**config.mk**
```make
export PLATFORM = sky130hd
export DESIGN_NAME = c_gate_bit_bus_pipe_v5_0
export DESIGN_NICKNAME = d
export VERILOG_FILES = /design/src/rtl/c_gate_pkg.sv /design/src/rtl/c_gate_bit_bus_pipe_v5_0_stage.sv /design/src/rtl/c_gate_bit_bus_pipe_v5_0.sv
export SDC_FILE = /design/constraint.sdc
export NUM_CORES = 1
export LEC_CHECK = 0
export ABC_CLOCK_PERIOD_IN_PS = 2500
export BUFFER_PORTS_ARGS = -buffer_cell sky130_fd_sc_hd__buf_2
export CORE_MARGIN = 2
export CORE_UTILIZATION = 60
export DETAILED_ROUTE_END_ITERATION = 16
export GPL_ROUTABILITY_DRIVEN = 0
export PLACE_DENSITY = 0.87
export SLEW_MARGIN = 20
export SYNTH_ARGS = -nofsm -noshare
export SYNTH_HDL_FRONTEND = slang
export SYNTH_SLANG_ARGS = --single-unit
```
**constraint.sdc**
```tcl
create_clock -name CLK -period 2.5 [get_ports CLK]
set_input_delay 0.5 -clock CLK [delete_from_list [all_inputs] [get_ports CLK]]
set_output_delay 0.5 -clock CLK [all_outputs]
set_load 0.03 [all_outputs]
```
**src/rtl/c_gate_pkg.sv**
```systemverilog
// Shared definitions for the multi-lane bit-to-bus gate: op encodings,
// inversion-mask decoding and the single-bit gate function.
package c_gate_pkg;

  localparam logic [2:0] C_OP_AND  = 3'd0;
  localparam logic [2:0] C_OP_NAND = 3'd1;
  localparam logic [2:0] C_OP_OR   = 3'd2;
  localparam logic [2:0] C_OP_NOR  = 3'd3;
  localparam logic [2:0] C_OP_XOR  = 3'd4;
  localparam logic [2:0] C_OP_XNOR = 3'd5;

  localparam int C_MAX_WIDTH = 64;

  // Mask strings arrive as packed characters, last character (LSB) in bits [7:0].
  function automatic logic [C_MAX_WIDTH-1:0] mask_to_bits(input logic [8*C_MAX_WIDTH-1:0] s,
                                                          input int width);
    logic [C_MAX_WIDTH-1:0] bits;
    bits = {C_MAX_WIDTH{1'b0}};
    for (int j = 0; j < C_MAX_WIDTH; j++) begin
      if (j < width && s[8*j +: 8] == 8'h31) bits[j] = 1'b1;
      else                                   bits[j] = 1'b0;
    end
    return bits;
  endfunction

  function automatic logic mask_ok(input logic [8*C_MAX_WIDTH-1:0] s, input int width);
    logic ok;
    ok = 1'b1;
    for (int j = 0; j < C_MAX_WIDTH; j++) begin
      if (j < width && s[8*j +: 8] != 8'h30 && s[8*j +: 8] != 8'h31) ok = 1'b0;
      else                                                             ok = ok;
    end
    return ok;
  endfunction

  function automatic logic gate_bit(input logic [2:0] op, input logic x, input logic c);
    logic r;
    case (op)
      C_OP_AND:  r = x & c;
      C_OP_NAND: r = ~(x & c);
      C_OP_OR:   r = x | c;
      C_OP_NOR:  r = ~(x | c);
      C_OP_XOR:  r = x ^ c;
      C_OP_XNOR: r = ~(x ^ c);
      default:   r = 1'b0;
    endcase
    return r;
  endfunction

endpackage

```
**src/rtl/c_gate_bit_bus_pipe_v5_0_stage.sv**
```systemverilog
// One valid/data register stage of the gate pipeline; loads from upstream
// whenever its advance input is high.
module c_gate_pipe_stage #(
  parameter int W = 32
) (
  input  logic         clk_i,
  input  logic         sclr_n_i,
  input  logic         adv_i,
  input  logic         up_valid_i,
  input  logic [W-1:0] up_data_i,
  output logic         valid_o,
  output logic [W-1:0] data_o
);

  logic         valid_q, valid_d;
  logic [W-1:0] data_q, data_d;

  // Next-state: data only moves with a real beat so O stays put across bubbles
  always_comb begin
    valid_d = valid_q;
    data_d  = data_q;
    if (adv_i) begin
      valid_d = up_valid_i;
      if (up_valid_i) data_d = up_data_i;
      else            data_d = data_q;
    end else begin
      valid_d = valid_q;
    end
  end

  // Stage register with synchronous active-low clear
  always_ff @(posedge clk_i) begin
    if (!sclr_n_i) begin
      valid_q <= 1'b0;
      data_q  <= {W{1'b0}};
    end else begin
      valid_q <= valid_d;
      data_q  <= data_d;
    end
  end

  assign valid_o = valid_q;
  assign data_o  = data_q;

endmodule

```
**src/rtl/c_gate_bit_bus_pipe_v5_0.sv**
```systemverilog
// Multi-lane runtime-selectable bit-to-bus gate with a bubble-collapsing
// valid/ready register pipeline and a sticky illegal-op flag.
module c_gate_bit_bus_pipe_v5_0
  import c_gate_pkg::*;
#(
  parameter int                     C_WIDTH          = 16,
  parameter int                     C_NUM_CHANNELS   = 2,
  parameter int                     C_LATENCY        = 1,
  parameter logic [8*C_MAX_WIDTH-1:0] C_INPUT_INV_MASK = "0000000000000000",
  parameter int                     C_HAS_OP_ERR     = 1
) (
  input  logic                               CLK,
  input  logic                               SCLR_N,
  input  logic [C_NUM_CHANNELS*C_WIDTH-1:0]  I,
  input  logic [C_NUM_CHANNELS-1:0]          CTRL,
  input  logic [2:0]                         OP,
  input  logic                               S_VALID,
  output logic                               S_READY,
  output logic [C_NUM_CHANNELS*C_WIDTH-1:0]  O,
  output logic                               M_VALID,
  input  logic                               M_READY,
  output logic                               OP_ERR
);

  localparam int DW = C_NUM_CHANNELS * C_WIDTH;
  localparam logic [C_MAX_WIDTH-1:0] MASK_ALL = mask_to_bits(C_INPUT_INV_MASK, C_WIDTH);
  localparam logic [C_WIDTH-1:0]     MASK     = MASK_ALL[C_WIDTH-1:0];

  if (!mask_ok(C_INPUT_INV_MASK, C_WIDTH)) begin : g_bad_mask
    $error("C_INPUT_INV_MASK may contain only '0' and '1' characters");
  end
  if (C_LATENCY < 1 || C_LATENCY > 4) begin : g_bad_latency
    $error("C_LATENCY must be in 1..4");
  end

  logic [DW-1:0]                gated_s;
  logic [C_LATENCY:0]           adv_s;
  logic [C_LATENCY-1:0]         vld_s;
  logic [C_LATENCY-1:0][DW-1:0] dat_s;
  logic                         acc_s;

  for (genvar n = 0; n < C_NUM_CHANNELS; n++) begin : g_lane
    for (genvar j = 0; j < C_WIDTH; j++) begin : g_bit
      assign gated_s[n*C_WIDTH + j] = gate_bit(OP, I[n*C_WIDTH + j] ^ MASK[j], CTRL[n]);
    end
  end

  // A stage may advance if it is empty or everything downstream advances
  assign adv_s[C_LATENCY] = M_READY;

  for (genvar k = 0; k < C_LATENCY; k++) begin : g_stage
    logic          up_v_s;
    logic [DW-1:0] up_d_s;
    if (k == 0) begin : g_head
      assign up_v_s = S_VALID;
      assign up_d_s = gated_s;
    end else begin : g_body
      assign up_v_s = vld_s[k-1];
      assign up_d_s = dat_s[k-1];
    end
    assign adv_s[k] = ~vld_s[k] | adv_s[k+1];
    c_gate_pipe_stage #(.W(DW)) u_stage (
      .clk_i      (CLK),
      .sclr_n_i   (SCLR_N),
      .adv_i      (adv_s[k]),
      .up_valid_i (up_v_s),
      .up_data_i  (up_d_s),
      .valid_o    (vld_s[k]),
      .data_o     (dat_s[k])
    );
  end

  assign S_READY = adv_s[0] & SCLR_N;
  assign acc_s   = S_VALID & S_READY;
  assign O       = dat_s[C_LATENCY-1];
  assign M_VALID = vld_s[C_LATENCY-1];

  if (C_HAS_OP_ERR != 0) begin : g_op_err
    logic op_err_q, op_err_d;

    // Sticky: set on accepting an illegal op, cleared only by reset
    always_comb begin
      op_err_d = op_err_q;
      if (acc_s && (OP > C_OP_XNOR)) op_err_d = 1'b1;
      else                           op_err_d = op_err_q;
    end

    // Flag register with synchronous active-low clear
    always_ff @(posedge CLK) begin
      if (!SCLR_N) op_err_q <= 1'b0;
      else         op_err_q <= op_err_d;
    end

    assign OP_ERR = op_err_q;
  end else begin : g_no_op_err
    assign OP_ERR = 1'b0;
  end

endmodule

```
Word level (Yosys, flattened, before mapping)
Cells that the tools add are included.

Flip-flop bits (word level): 34. Bits in latches: 0. Bits in writable memories: 0. Bits in read-only memories: 0. Input port bits: 41. Output and inout bits: 35. Word-level logic and storage cells: 240. Memories: 0.

$add $sub $neg: 0. Multipliers: 0. Divide/modulo/power cells: 0. Magnitude comparators: 1. Equal/unequal tests: 5. Shift operators: 0. Multiplexer cells: 32. Bitwise gates (word level): 196. Reductions and logical operators: 3.

Operators by type and width (count): $pmux W1 S6 (32); $not A1 Y1 (97); $and A1 B1 Y1 (34); $or A1 B1 Y1 (33); $xor A1 B1 Y1 (32); $eq A3 B2 Y1 const B (2); $eq A3 B3 Y1 const B (2); $eq A3 B1 Y1 const B (1); $gt A3 B3 Y1 const B (1); $logic_not A3 Y1 (1); $reduce_and A2 Y1 (1); $logic_and A1 B1 Y1 (1).

Depth between registers and ports, before layout
Gate-level depths: netlist (run 1).

Depth in word-level cells: 5. Depth in mapped cells: 7. Mapped depth without buffers: 6.

Modules after synthesis
Synthesis (run 1) repeated with hierarchy kept, for this count alone.

Cell total of the unflattened synthesis: 438. Area, all modules: 3910.0 µm².

Modules (own cells, without submodules): c_gate_bit_bus_pipe_v5_0 (instances 1, cells an instance 288, area each 2482.4 µm², seq. area each 20.0 µm²); c_gate_pipe_stage (instances 1, cells an instance 150, area each 1427.6 µm², seq. area each 660.6 µm²).

Worst setup path after synthesis (run 1)
OpenSTA, ideal clock, no wires.

Path kind: input to register. Start point: input port CTRL[0]. End point: register g_stage[0].u_stage.data_q[0]. Data arrival time: 1.437 ns. Slack: 0.945 ns. Stages: 6. Path buffers: 0. Path through: inv_1 ha_1 xnor2_1 nor2_1 o21ai_1 a21boi_1.

Cells in the longest elaborated chain, start to end: 3.

RTL lines: from (decl) (RTL line c_gate_bit_bus_pipe_v5_0.sv:15) `input logic [C_NUM_CHANNELS-1:0] CTRL,`; $xor A1 B1 Y1 (tied with other cells) (RTL line c_gate_pkg.sv:43, c_gate_pkg.sv:44); $not A1 Y1, on equally long branches (RTL line c_gate_pkg.sv:44, c_gate_pkg.sv:40, c_gate_pkg.sv:42); $pmux W1 S6 * (RTL line c_gate_pkg.sv:38) `case (op)`; to (signal assigned) (RTL line c_gate_bit_bus_pipe_v5_0_stage.sv:35) `data_q <= {W{1'b0}};`; to (signal assigned) (RTL line c_gate_bit_bus_pipe_v5_0_stage.sv:38) `data_q <= data_d;`; to (decl) (RTL line c_gate_bit_bus_pipe_v5_0_stage.sv:16) `logic [W-1:0] data_q, data_d;`.

Every way passes the cells marked *; elsewhere a longest branch is shown, timed or not. A chain may end at the register's enable or synchronous reset.

Final worst setup path (run 1)
Start point: input port CTRL[0]. End point: register g_stage[0].u_stage.data_q[12].

Same word-level chain as after synthesis.

==> impl_metrics.py, run 1 <==
metrics = {
    "outcome": {
        "status": "finished, final reports clean",
    },
    "setup_path": {
        "r2r_cells": 5,
        "crit_path_max_fanout": 17,
        "cp.required_ps": 2730,
        "rr_startpoint": "g_stage[0].u_stage.valid_o",
        "end_kind": "flop",
        "crit_type": "input pin to flop",
        "critPathArrivalTime_ps": 2150,
        "crit_path_start_kind": "input pin",
        "rrSetupSlack_ps": 1110,
        "reg2reg_to": "g_stage[0].u_stage.data_o[23]",
    },
    "clocking": {
        "cts_root_buf": "clkbuf_8",
        "cts_made_buffers": 5,
        "clock_latency_ps": 300,
        "clk_pin_slew_worst_paths_ps": 80,
        "cts_setup_buffers": 0,
        "cts.repair.resized": 0,
        "cts_buffer_depth": 2,
        "clock_sinks": 34,
        "cts-htree-levels": 2,
        "postCtsHoldBufs": 0,
        "cts_tree": "yes",
    },
    "synth": {
        "synth-edff-count": 0,
        "yosysTopAreaCellShare": 0.225,
        "syn_avg_cell_area_um2": 8.27,
        "synth_nets": 535,
        "synth-seq-area-share": 0.191,
        "synthDistinctLibCells": 23,
        "async_flop_share": 0,
        "netlist_area_um2": 3560,
        "synth_flop_cell": "dfxtp_1",
        "ys_top_cells_by_area": "ha_1 (23%), dfxtp_1 (19%), xnor2_1 (16%)",
        "yosys.area.top_type": "ha_1",
        "synth_commonest_cells": "ha_1 (64), xnor2_1 (64), inv_1 (35)",
        "ys_ff_latch": 34,
        "ys.warnings.count": 0,
        "synthCells": 430,
    },
    "timing": {
        "tightest_slew_ps": 624,
        "maxSlewHeadroom": 0.583,
        "slew_viol_final": 0,
        "fin_crit_ps": 1920,
        "worst_hold_slack_ps": 450,
        "setup_ws_ps": 581,
        "hold_viol": 0,
        "finClkSkew_ps": 5.02,
        "fin_setup_tns_ps": 0,
        "finalSetupViolations": 0,
        "fmax_mhz": 521,
        "period_share": 0.767,
        "rsz0062_at_grt": "no",
    },
    "die": {
        "die-area_um2": 6560,
        "start_util": 0.611,
        "fp.dieW_um": 81.0,
        "core-area_um2": 5820,
        "rows": 28,
        "boundaryPins": 76,
        "die_h_um": 81.0,
    },
    "min_path": {
        "worstHoldEndpoint": "g_stage[0].u_stage.data_o[30]",
        "hold_class": "flop to flop",
        "hold_depth": 2,
        "holdCritStartpoint": "g_stage[0].u_stage.data_o[30]",
    },
    "power_and_ir_drop": {
        "p_sw_frac": 0.349,
        "post-layout-total-power_uw": 1730,
        "pwr-share-comb": 0.370,
        "p_per_area_nw_per_um2": 425,
        "ir_worst_vdd_mv": 0.242,
        "pwr-share-clk": 0.289,
        "seqPwrFrac": 0.341,
        "power.leakage_uw": 0.00195,
        "p_sw_uw": 603,
        "power.internal_uw": 1120,
    },
    "placement": {
        "portBuffers": 75,
        "post_dp_cell_area_um2": 3950,
        "pre_cts_ws_ps": 289,
        "dp_hpwl_um": 5730,
    },
    "grt": {
        "grt_pass1_wl_um": 13800,
        "grt_pass1_vias": 3202,
        "track_usage": 0.267,
        "antenna_found_initial": 0,
        "overflow": 0,
        "grt_max_degree": 43,
    },
    "detailed_routing": {
        "ant_nets": 0,
        "drt_wl_total_um": 8450,
        "dr_total_vias": 3121,
        "drc": 0,
        "viasPerCell": 5.50,
        "drt_iter0_markers": 254,
        "first_pass_iters": 4,
        "wire_per_inst_um": 14.9,
    },
    "cells_and_area": {
        "area_delta_synth_final_pct": 14.2,
        "nets": 596,
        "drive_gt1_frac": 0.189,
        "final_cell_area_um2": 4060,
        "n_fill_cell": 453,
        "diodes": 0,
    },
    "job": {
        "max-cap-violations": 0,
    },
}
-- kinds of logic after synthesis --
logic type,synth area share
compound gates,0.173
xor+xnor,0.236
fa+ha+maj,0.225
buf+inv,0.0897
flops,0.191
simple gates,0.0845
-- worst max path at each step --
stage | from | to | slack [ps] | cells past startpoint
final | CTRL[0] | g_stage[0].u_stage.data_o[12] | 580 | 7
after global routing | CTRL[0] | g_stage[0].u_stage.data_o[2] | 400 | 7
after CTS | CTRL[0] | g_stage[0].u_stage.data_o[7] | 580 | 7
after detailed placement | CTRL[0] | g_stage[0].u_stage.data_o[7] | 290 | 7
after global placement | CTRL[0] | g_stage[0].u_stage.data_o[3] | 390 | 7
after floorplan | CTRL[0] | g_stage[0].u_stage.data_o[0] | 940 | 6
-- sequential cells by signal, indices dropped and copies added, names as in the netlist --
register and count:
OP_ERR 1, g_stage.u_stage.data_o 32, g_stage.u_stage.valid_o 1
-- layout make-up --
| class | count | area [um2] | share of cell area |
|---|---|---|---|
| Tap cell | 75 | 93.8 | 0.0231 |
| Clock buffer | 8 | 110 | 0.0271 |
| Inverter | 35 | 131 | 0.0323 |
| Timing Repair Buffer | 84 | 483 | 0.119 |
| Sequential cell | 34 | 681 | 0.168 |
| Multi-Input combinational cell | 331 | 2560 | 0.631 |
-- metal layers --
metal	share of wire	wire length, um	GRT usage	up-vias
met3	0.055	468	0.0444	22
met1	0.40	3410	0.306	1487
met2	0.51	4340	0.486	96
li1	-	-	-	1516
met5	0	0	0	-
met4	0.027	225	0.114	0
-- through the flow --
stage                     instances   util
after floorplan                 430      -
after global placement          559  0.679
after detailed placement        559  0.679
after CTS                       567  0.698
after global routing            567  0.698
final                           567  0.698
-- cell usage in the layout (no fill, tap or decap), drive strengths merged --
| cell | instances |
|---|---|
| xor2 | 32 |
| dfxtp | 34 |
| clkbuf | 8 |
| nor3b | 1 |
| ha | 64 |
| nand2 | 33 |
| nand2b | 3 |
| nor2 | 32 |
| xnor2 | 64 |
| buf | 84 |
| o22ai | 32 |
| inv | 35 |
| nor2b | 1 |
| o21ai | 32 |
| a31oi | 1 |
| a21boi | 33 |
| or2 | 1 |
| and2 | 2 |
-- critical path, cell delays in order --
cell and delay (ps):
buf_2 320, inv_1 410, ha_1 410, xnor2_1 130, nor2_1 130, o21ai_1 80
a21boi_1 150
-- power by group through the flow --
stage	clock network, uW	registers [uW]	logic, uW
after global placement	0	600	600
final	499	589	640
after floorplan	0	662	417
after CTS	501	589	640
after detailed placement	0	601	633
after global routing	516	592	704
Note: power is estimated with default switching activity, not from simulation.
==> run 2, diff against run 1 <==
ABC_CLOCK_PERIOD_IN_PS = 1700   (was 2500)
CORE_UTILIZATION = 51   (was 60)
PLACE_DENSITY = 0.78   (was 0.87)
clock period = 1.7 ns   (was 2.5 ns; I/O delays follow)
==> impl_metrics.py, run 2 (synthesis results as in run 1) <==
metrics = {
    "setup_path": {
        "crit_chain": "nand2b_1 > and2_1 > buf_2",
        "cp_slowest_cell": "dfxtp_1",
        "critPathArrivalTime_ps": 1080,
        "crit_type": "flop to primary output",
        "cp.required_ps": 1360,
        "crit_path_max_fanout": 5,
        "cp_slowest_stage_delay_ps": 330,
        "crit_path_start_kind": "flop",
        "end_kind": "primary output",
    },
    "die": {
        "fp.dieW_um": 87.5,
        "core-area_um2": 6760,
        "die_h_um": 87.5,
        "start_util": 0.526,
        "boundaryPins": 76,
        "die-area_um2": 7660,
        "rows": 30,
    },
    "detailed_routing": {
        "dr_total_vias": 2996,
        "viasPerCell": 5.20,
        "drt_iter0_markers": 125,
        "drc": 0,
        "drt_wl_total_um": 7850,
        "ant_nets": 0,
        "wire_per_inst_um": 13.6,
        "first_pass_iters": 4,
    },
    "timing": {
        "finClkSkew_ps": 5.73,
        "hold_viol": 0,
        "slew_viol_final": 0,
        "maxSlewHeadroom": 0.753,
        "fin_crit_ps": 1420,
        "rsz0062_at_grt": "no",
        "finalSetupViolations": 0,
        "fin_setup_tns_ps": 0,
        "period_share": 0.833,
        "fmax_mhz": 706,
        "tightest_slew_ps": 371,
        "worst_hold_slack_ps": 345,
    },
    "cells_and_area": {
        "area_delta_synth_final_pct": 17.1,
        "largest_reg_flops": 32,
        "drive_gt1_frac": 0.196,
        "n_fill_cell": 598,
        "final_cell_mix": "buf_2 (74), xnor2_1 (64), ha_1 (64), inv_1 (35), dfxtp_1 (34)",
        "nets": 600,
        "final_common_cell": "buf_2",
        "diodes": 0,
    },
    "clocking": {
        "cts_tree": "yes",
        "clock_latency_ps": 290,
        "clock_sinks": 34,
        "cts_setup_buffers": 0,
        "cts_buffer_depth": 2,
        "cts-htree-levels": 2,
        "postCtsHoldBufs": 0,
        "cts_root_buf": "clkbuf_8",
        "cts.repair.resized": 0,
        "clk_pin_slew_worst_paths_ps": 80,
        "cts_made_buffers": 5,
    },
    "grt": {
        "grt_pass1_wl_um": 13100,
        "antenna_found_initial": 0,
        "grt_pass1_vias": 2894,
        "grt_max_degree": 58,
        "overflow": 0,
        "track_usage": 0.210,
    },
    "outcome": {
        "status": "finished, final reports clean",
    },
    "job": {
        "max-cap-violations": 0,
    },
    "power_and_ir_drop": {
        "power.leakage_uw": 0.00199,
        "ir_worst_vdd_mv": 0.328,
        "p_per_area_nw_per_um2": 625,
    },
    "min_path": {
        "hold_class": "input pin to flop",
    },
    "placement": {
        "dp_hpwl_um": 5330,
        "portBuffers": 75,
    },
}
==> run 2: cell types whose count changed in the layout (fill, tap and decap cells not counted), sizes merged <==
| cell | before | now |
|---|---|---|
| buf | 84 | 88 |
| clkbuf | 8 | 5 |
| clkinvlp | 0 | 2 |
| bufinv | 0 | 1 |
==> run 2: routing by layer <==
metal / vias to the layer above / GRT usage / share of wire
met5: - / 0 / 0
met4: 0 / 0.0615 / 0.016
met3: 14 / 0.0322 / 0.041
met2: 66 / 0.383 / 0.50
met1: 1387 / 0.254 / 0.44
li1: 1529 / - / -
==> run 2: critical path: cells and delay by family (launching register included) <==
family                 cells  cell delay (ps)
and+or+nand+nor            2              280
buffers and inverters      1              170
DFF                        1              330
==> run 2: worst paths after layout <==
kind                                                     from                            end  slack, ps  cells after the start
worst max-delay path               g_stage[0].u_stage.valid_o                        S_READY        280                      3
worst min-delay path                                  S_VALID                         OP_ERR        350                      3
worst max register to register     g_stage[0].u_stage.valid_o  g_stage[0].u_stage.data_o[21]        460                      5
worst min register to register  g_stage[0].u_stage.data_o[27]  g_stage[0].u_stage.data_o[27]        450                      2
==> run 2: final cells by class <==
| class | count | area, um2 | share of cell area |
|---|---|---|---|
| timing repair buffer | 88 | 576 | 0.138 |
| clock inverter | 3 | 45.0 | 0.0108 |
| multi-input combinational | 331 | 2560 | 0.615 |
| inverter | 35 | 131 | 0.0316 |
| sequential | 34 | 681 | 0.163 |
| tap | 80 | 100 | 0.0240 |
| clock buffer | 5 | 68.8 | 0.0165 |
==> run 2: stage by stage <==
step	worst slack (ps)	total power, uW	cells	instance area (um2)	util
after floorplan	305	1590	430	3560	-
after global placement	241	1800	568	4050	0.599
after detailed placement	187	1840	568	4050	0.599
after CTS	261	2630	576	4160	0.616
after global routing	203	2750	576	4160	0.616
final	284	2600	576	4160	0.616
==> run 2: power by group <==
group          switching (uW)  total (uW)  internal [uW]
registers                22.4         864            842
clock network             349         786            437
logic                     528         952            423
==> run 3, diff against run 2 <==
ABC_CLOCK_PERIOD_IN_PS = 1300   (was 1700)
clock period = 1.3 ns   (was 1.7 ns; I/O delays follow)
==> impl_metrics.py, run 3 (synthesis results as in run 1) <==
metrics = {
    "outcome": {
        "status": "finished, final reports clean",
    },
    "min_path": {
        "holdCritStartpoint": "S_VALID",
        "worstHoldEndpoint": "OP_ERR",
        "hold_class": "input pin to flop",
        "hold_depth": 3,
    },
    "power_and_ir_drop": {
        "post-layout-total-power_uw": 3280,
        "ir_worst_vdd_mv": 0.319,
        "p_per_area_nw_per_um2": 767,
        "power.leakage_uw": 0.00204,
    },
    "die": {
        "fp.dieW_um": 87.5,
        "core-area_um2": 6760,
        "rows": 30,
        "die-area_um2": 7660,
        "start_util": 0.526,
        "boundaryPins": 76,
        "die_h_um": 87.5,
    },
    "timing": {
        "slew_viol_final": 0,
        "fin_crit_ps": 1250,
        "tightest_slew_ps": 219,
        "setup_ws_ps": 50.3,
        "fin_setup_tns_ps": 0,
        "finalSetupViolations": 0,
        "hold_viol": 0,
        "maxSlewHeadroom": 0.854,
        "finClkSkew_ps": 1.52,
        "period_share": 0.961,
        "fmax_mhz": 800,
    },
    "detailed_routing": {
        "wire_per_inst_um": 14.2,
        "first_pass_iters": 4,
        "drt_wl_total_um": 8350,
        "ant_nets": 0,
        "dr_total_vias": 3153,
        "viasPerCell": 5.37,
        "drc": 0,
        "drt_iter0_markers": 119,
    },
    "clocking": {
        "cts_made_buffers": 5,
        "clock_sinks": 34,
        "clock_latency_ps": 290,
        "cts-htree-levels": 2,
        "cts_tree": "yes",
        "cts_buffer_depth": 2,
        "clk_pin_slew_worst_paths_ps": 70,
        "postCtsHoldBufs": 0,
        "cts_root_buf": "clkbuf_8",
    },
    "cells_and_area": {
        "fin_util": 0.633,
        "drive_gt1_frac": 0.223,
        "final_cell_mix": "buf_2 (73), xnor2_1 (64), ha_1 (64)",
        "area_delta_synth_final_pct": 20.2,
        "largest_reg_flops": 32,
        "nets": 610,
        "n_fill_cell": 576,
        "final_common_cell": "buf_2",
        "instances_no_fill": 587,
    },
    "grt": {
        "overflow": 0,
        "grt_max_degree": 33,
        "grt_pass1_vias": 3241,
        "track_usage": 0.224,
        "antenna_found_initial": 1,
        "grt_pass1_wl_um": 13800,
    },
    "setup_path": {
        "cp.required_ps": 1040,
        "rr_startpoint": "g_stage[0].u_stage.valid_o",
        "end_kind": "primary output",
        "reg2reg_to": "g_stage[0].u_stage.data_o[3]",
        "r2r_cells": 5,
        "crit_type": "flop to primary output",
        "rrSetupSlack_ps": 100,
        "crit_path_max_fanout": 4,
        "critPathArrivalTime_ps": 990,
        "crit_path_start_kind": "flop",
    },
    "placement": {
        "dp_hpwl_um": 5880,
        "pre_cts_ws_ps": -179,
        "portBuffers": 75,
        "dpl.cell_count": 577,
    },
    "job": {
        "max-cap-violations": 0,
    },
}
-- run 3: worst max path at each step --
| stage | startpoint | endpoint | slack, ps | cells after the start |
|---|---|---|---|---|
| after floorplan | g_stage[0].u_stage.valid_o | g_stage[0].u_stage.data_o[17] | -2 | 5 |
| after global placement | CTRL[1] | g_stage[0].u_stage.data_o[21] | -130 | 8 |
| final | g_stage[0].u_stage.valid_o | S_READY | 50 | 3 |
| after CTS | g_stage[0].u_stage.valid_o | S_READY | 6 | 3 |
| after detailed placement | CTRL[1] | g_stage[0].u_stage.data_o[25] | -180 | 8 |
| after global routing | CTRL[0] | g_stage[0].u_stage.data_o[0] | -10 | 8 |
-- run 3: through the flow --
step / hold WS, ps / area (um2)
final: 257 / 4270
after global routing: 273 / 4270
after CTS: 248 / 4250
after detailed placement: 441 / 4140
after global placement: 436 / 4140
after floorplan: 413 / 3560
-- run 3: critical path, cell delays in order, from the launching register on --
cell and delay (ps):
dfxtp_2 350, nand2b_4 60, and2_4 150, buf_6 130
-- run 3: final cells by class --
class                   count  area (um2)  area share
diodes                      1        2.50    0.000585
clock buffers               7        86.3      0.0202
clock inverters             1        5.00     0.00117
inverters                  35         139      0.0325
multi-input cells         331        2590       0.605
flip-flops and latches     34         682       0.160
well taps                  80         100      0.0234
repair buffers             98         673       0.157
-- run 3: layer usage --
layer / vias up / wire length [um] / global-route usage
met5: - / 0 / 0
met4: 0 / 250 / 0.109
met3: 21 / 323 / 0.0417
met2: 85 / 4430 / 0.424
met1: 1503 / 3360 / 0.235
li1: 1544 / - / -
-- run 3: what timing repair did --
item	4_1_cts	5_1_grt
endpoints found under the setup margin	1	4
setup buffers	1	0
resized for setup	3	5
gates cloned	0	0
pin swaps	0	1
-- run 3: power by group --
group | total (uW) | leakage (uW) | switching (uW) | internal (uW)
sequential | 1130 | 0.000278 | 32.8 | 1100
combinational | 1300 | 0.00172 | 712 | 589
clock | 842 | 0.0000482 | 414 | 428
total | 3280 | 0.00204 | 1160 | 2120
